<file path="src/rtl/led_pattern_gen.sv">
// LED pattern engine: chase, bounce, binary count and PWM breathe on an LED bank,
// stepped by a clock divider that can be frozen with pause.
module led_pattern_gen #(
  parameter int unsigned CLK_HZ     = 27000000,
  parameter int unsigned STEP_HZ    = 8,
  parameter int unsigned NUM_LEDS   = 6,
  parameter int unsigned PWM_BITS   = 8,
  parameter bit          ACTIVE_LOW = 1'b1
) (
  input  logic                clk,
  input  logic                rst_n,
  input  logic [1:0]          mode,
  input  logic                pause,
  output logic [NUM_LEDS-1:0] led,
  output logic                step,
  output logic [1:0]          mode_q
);

  localparam int unsigned StepDiv = CLK_HZ / STEP_HZ;
  localparam int unsigned DivW    = $clog2(StepDiv);
  localparam int unsigned PosW    = (NUM_LEDS > 1) ? $clog2(NUM_LEDS) : 1;

  localparam logic [DivW-1:0]     DivMax   = DivW'(StepDiv - 1);
  localparam logic [PosW-1:0]     PosMax   = PosW'(NUM_LEDS - 1);
  localparam logic [PWM_BITS-1:0] LevelMax = '1;
  localparam logic [NUM_LEDS-1:0] LedOff   = ACTIVE_LOW ? '1 : '0;

  typedef enum logic [1:0] {
    ModeChase   = 2'd0,
    ModeBounce  = 2'd1,
    ModeCount   = 2'd2,
    ModeBreathe = 2'd3
  } mode_e;

  logic [DivW-1:0]     div_q, div_d;
  logic [PWM_BITS-1:0] pwm_q, pwm_d;
  logic [PosW-1:0]     pos_q, pos_d;
  logic                pos_up_q, pos_up_d;
  logic [NUM_LEDS-1:0] cnt_q, cnt_d;
  logic [PWM_BITS-1:0] level_q, level_d;
  logic                lvl_up_q, lvl_up_d;
  logic                tick_q, tick_d;
  logic [1:0]          mode_d;
  logic [NUM_LEDS-1:0] led_d;
  logic                step_d;
  logic                tick;
  logic [NUM_LEDS-1:0] pattern;

  always_comb begin
    tick     = (div_q == DivMax) && !pause;
    div_d    = div_q;
    pwm_d    = pwm_q + PWM_BITS'(1);
    pos_d    = pos_q;
    pos_up_d = pos_up_q;
    cnt_d    = cnt_q;
    level_d  = level_q;
    lvl_up_d = lvl_up_q;
    mode_d   = mode_q;
    tick_d   = tick;

    if (!pause) begin
      div_d = (div_q == DivMax) ? '0 : div_q + DivW'(1);
    end

    if (tick) begin
      if (mode != mode_q) begin
        // A mode switch only reloads state; the first advance happens on the next tick.
        mode_d   = mode;
        pos_d    = '0;
        pos_up_d = 1'b1;
        cnt_d    = '0;
        level_d  = '0;
        lvl_up_d = 1'b1;
      end else begin
        unique case (mode_e'(mode_q))
          ModeChase: begin
            pos_d = (pos_q == PosMax) ? '0 : pos_q + PosW'(1);
          end
          ModeBounce: begin
            if (NUM_LEDS > 1) begin
              if (pos_up_q) begin
                pos_d = pos_q + PosW'(1);
                if (pos_d == PosMax) pos_up_d = 1'b0;
              end else begin
                pos_d = pos_q - PosW'(1);
                if (pos_d == '0) pos_up_d = 1'b1;
              end
            end
          end
          ModeCount: begin
            cnt_d = cnt_q + NUM_LEDS'(1);
          end
          ModeBreathe: begin
            if (lvl_up_q) begin
              level_d = level_q + PWM_BITS'(1);
              if (level_d == LevelMax) lvl_up_d = 1'b0;
            end else begin
              level_d = level_q - PWM_BITS'(1);
              if (level_d == '0) lvl_up_d = 1'b1;
            end
          end
        endcase
      end
    end
  end

  always_comb begin
    pattern = '0;
    unique case (mode_e'(mode_q))
      ModeChase, ModeBounce: pattern = NUM_LEDS'(1) << pos_q;
      ModeCount:             pattern = cnt_q;
      ModeBreathe:           pattern = (pwm_q < level_q) ? '1 : '0;
    endcase
    led_d  = ACTIVE_LOW ? ~pattern : pattern;
    // Delayed by one so the pulse lines up with the first cycle of the new led value.
    step_d = tick_q;
  end

  always_ff @(posedge clk) begin
    if (!rst_n) begin
      div_q    <= '0;
      pwm_q    <= '0;
      pos_q    <= '0;
      pos_up_q <= 1'b1;
      cnt_q    <= '0;
      level_q  <= '0;
      lvl_up_q <= 1'b1;
      tick_q   <= 1'b0;
      mode_q   <= 2'd0;
      led      <= LedOff;
      step     <= 1'b0;
    end else begin
      div_q    <= div_d;
      pwm_q    <= pwm_d;
      pos_q    <= pos_d;
      pos_up_q <= pos_up_d;
      cnt_q    <= cnt_d;
      level_q  <= level_d;
      lvl_up_q <= lvl_up_d;
      tick_q   <= tick_d;
      mode_q   <= mode_d;
      led      <= led_d;
      step     <= step_d;
    end
  end

endmodule

</file>
<file path="config.mk">
export PLATFORM = sky130hd
export DESIGN_NAME = led_pattern_gen
export DESIGN_NICKNAME = d
export VERILOG_FILES = /design/src/rtl/led_pattern_gen.sv
export SDC_FILE = /design/constraint.sdc
export NUM_CORES = 1
export LEC_CHECK = 0
export CORE_ASPECT_RATIO = 2
export CORE_UTILIZATION = 45
export CTS_BUF_LIST = sky130_fd_sc_hd__clkbuf_16
export CTS_CLUSTER_DIAMETER = 150
export DETAILED_ROUTE_END_ITERATION = 10
export GPL_ROUTABILITY_DRIVEN = 0
export PLACE_DENSITY_LB_ADDON = 0.08
export SLEW_MARGIN = 15
export SYNTH_ARGS = -nofsm -noshare
export SYNTH_HDL_FRONTEND = slang
export SYNTH_SLANG_ARGS = --single-unit
</file>
<file path="constraint.sdc">
create_clock -name clk -period 6.5 [get_ports clk]
set_input_delay 1.3 -clock clk [delete_from_list [all_inputs] [get_ports clk]]
set_output_delay 1.3 -clock clk [all_outputs]
set_load 0.005 [all_outputs]
</file>
==> impl_metrics.tcl <==
set metrics [dict create \
    status "completed" \
    grt_usage 0.231 \
    critPathBufInv 1 \
    crit-reg2reg-launch "mode_q[1]" \
    cts_sinks 59 \
    root_buffer "clkbuf_16" \
    worst_r2r_endpoint "level_q[3]" \
    crit_path_start_kind "input pin" \
    finalMaxSlewViolations 0 \
    numPortBuffers 13 \
    r2r_cells 5 \
    path_depth 6 \
    synth_seq_cells 59 \
    worstMarginPinSlew_ns 1.12 \
    finClkSkew_ns 0.00526 \
    yosysWarnings 0 \
    period_share 0.506 \
    crit_path_top_delay_cell "or4_1" \
    synth_area_um2 3350 \
    hold_buffers 0 \
    grt_max_degree 28 \
    wl_um 8170 \
    grt_pass1_vias 2910 \
    ys_async_sr_fraction 0 \
    cts.repair.resized 0 \
    drt-met1-wl_um 3070 \
    drt-pass1-iter-count 4 \
    clk_latency_ns 0.33 \
    yosysMostFrequentCell "dfxtp_1" \
    synth_edf_count 0 \
    seq_area_um2 1180 \
    drt_iter0_drc 232 \
    nets 442 \
    fill_cells 705 \
    diodes 0 \
    clk_transition_reported_paths_ns 0.05 \
    rrSetupSlack_ns 4.02 \
    fmax_ghz 0.304 \
    p_per_area_nw_per_um2 230 \
    clock_path_buffers 2 \
    synthTopCellsByArea "dfxtp_1, ha_1, nor2_1" \
    synth_top_flop_cell "dfxtp_1" \
    cts_buffers 9 \
    hold_path_depth 1 \
    syn_inst 409 \
    required_ns 6.73 \
    finish.utilization 0.533 \
    viasPerCell 5.62 \
    syn_nets 435 \
    min_to "step" \
    yosysSeqAreaShare 0.353 \
    hold_path.class "register to register" \
    multi_input_area_um2 2030 \
    coreArea_um2 7210 \
    synthTopCellsByCount "dfxtp_1, nor2_1, nand2_1, a21oi_1, o21ai_0" \
    min-delay-start "step_d" \
    routedWlPerCell_um 15.9 \
    dr.max_layer_used "met4" \
    synthToLayoutAreaGrowth_pct 14.8 \
    synth_area_leader_cell "dfxtp_1" \
    irDropWorstVdd_mv 0.195 \
    htree_levels 3 \
    start_util 0.464 \
    crit_chain "clkdlybuf4s50_1, and3b_1, nand3_1, or3_1, or4_1, a21oi_1" \
    layout-drive-gt1-share 0.0594 \
    fin_crit_ns 3.29 \
    yosysTopAreaCellShare 0.353 \
    chipHeight_um 124 \
    grt_overflow 0 \
    die_area_um2 7810 \
    rsz0062_at_grt "no" \
    critical_path.top_delay_family "simple AND/OR/NAND/NOR gates" \
    grt_pass1_wl_um 13600 \
    grt_antenna_before_repair 0 \
    drc 0 \
    setup_viol 0 \
    io_pins 14 \
    postCtsSetupBuffers 0 \
    cts_tree "done" \
    hold_viol 0 \
    wl_met3_um 215 \
    crit_path_end_kind "register" \
    ant_nets 0 \
    cp_max_fo 14 \
    setup_tns_ns 0 \
    wl_met2_um 4660 \
    arrival_ns 3.53 \
    synth.distinct_cells 55 \
    synth.avg_cell_area_um2 8.19 \
    die_w_um 63.0 \
    num_vias 2883 \
    rows 44 \
    leakagePower_nw 1.35 \
    crit_type "input pin to register" \
    slowest_delay_ns 0.56 \
    slew_headroom 0.245 \
    hold_ws_ns 0.434 \
    place_hpwl_um 6050 \
    maxCapViolations 0 \
]
[cells in the final DEF, fill, tap and decap left out, types with 3 or more instances in the layout]
cell,count
dfxtp_1,59
nor2_1,45
nand2_1,24
a21oi_1,23
o21ai_0,23
ha_1,21
nand3_1,20
inv_1,18
xor2_1,16
xnor2_1,16
nand4_1,13
clkdlybuf4s50_1,13
nor3_1,11
clkbuf_16,9
or3_1,8
and2_1,8
nor2b_1,7
nand2b_1,6
a21o_1,6
or2_2,5
and3_1,5
or4_1,5
and4_1,4
mux2i_1,4
and3b_1,3
clkinv_1,3
nor4_1,3
[sequential cells by signal, indices dropped and copies added, names as in the netlist, 2 cells and up]
signal   flops
div_q       22
cnt_q        6
pwm_q        8
pos_q        3
mode_q       2
level_q      8
led          6
[metrics by stage]
stage,worst slack (ns),cell area [um2],std cells,power [W]
6_report,3.21,3840,513,0.000884
3_3_place_gp,2.95,3530,497,0.000401
2_1_floorplan,3.66,3350,409,0.000392
5_1_grt,3.08,3840,513,0.000917
4_1_cts,3.23,3840,513,0.000896
3_5_place_dp,2.88,3530,497,0.000402
[worst max-delay path by stage]
| stage | slack, ns | startpoint | endpoint |
|---|---|---|---|
| 3_5_place_dp | 2.88 | pause | cnt_q[4] |
| 4_1_cts | 3.23 | pause | cnt_q[4] |
| 5_1_grt | 3.08 | pause | cnt_q[3] |
| 6_report | 3.21 | pause | cnt_q[4] |
| 3_3_place_gp | 2.95 | pause | cnt_q[3] |
| 2_1_floorplan | 3.66 | pause | level_q[3] |
[report_power, final]
part	internal, W	switching (W)	leakage (nW)
sequential	0.000366	0.00000306	0.477
clock	0.000330	0.000159	0.152
combinational	0.0000103	0.0000154	0.721
total	0.000706	0.000178	1.35
[layout make-up]
class,instances,area share
clock buffer,9,0.0586
sequential,59,0.307
tap,92,0.0300
clock inverter,7,0.0218
multi-input combinational,314,0.529
inverter,18,0.0176
timing repair buffer,14,0.0358
[layer usage]
metal,track usage,vias up
met5,0,-
met4,0.129,0
met3,0.0513,17
met2,0.451,48
met1,0.216,1351
li1,-,1467
[cell families after synthesis]
logic type | count (synthesis) | share of synthesized area
fa+ha+maj | 21 | 0.0785
simple gates | 178 | 0.285
xor+xnor | 32 | 0.0837
mux | 4 | 0.0120
buf+inv | 36 | 0.0404
compound gates | 79 | 0.148
flops | 59 | 0.353
No activity file was read; power rests on OpenSTA's default activity.
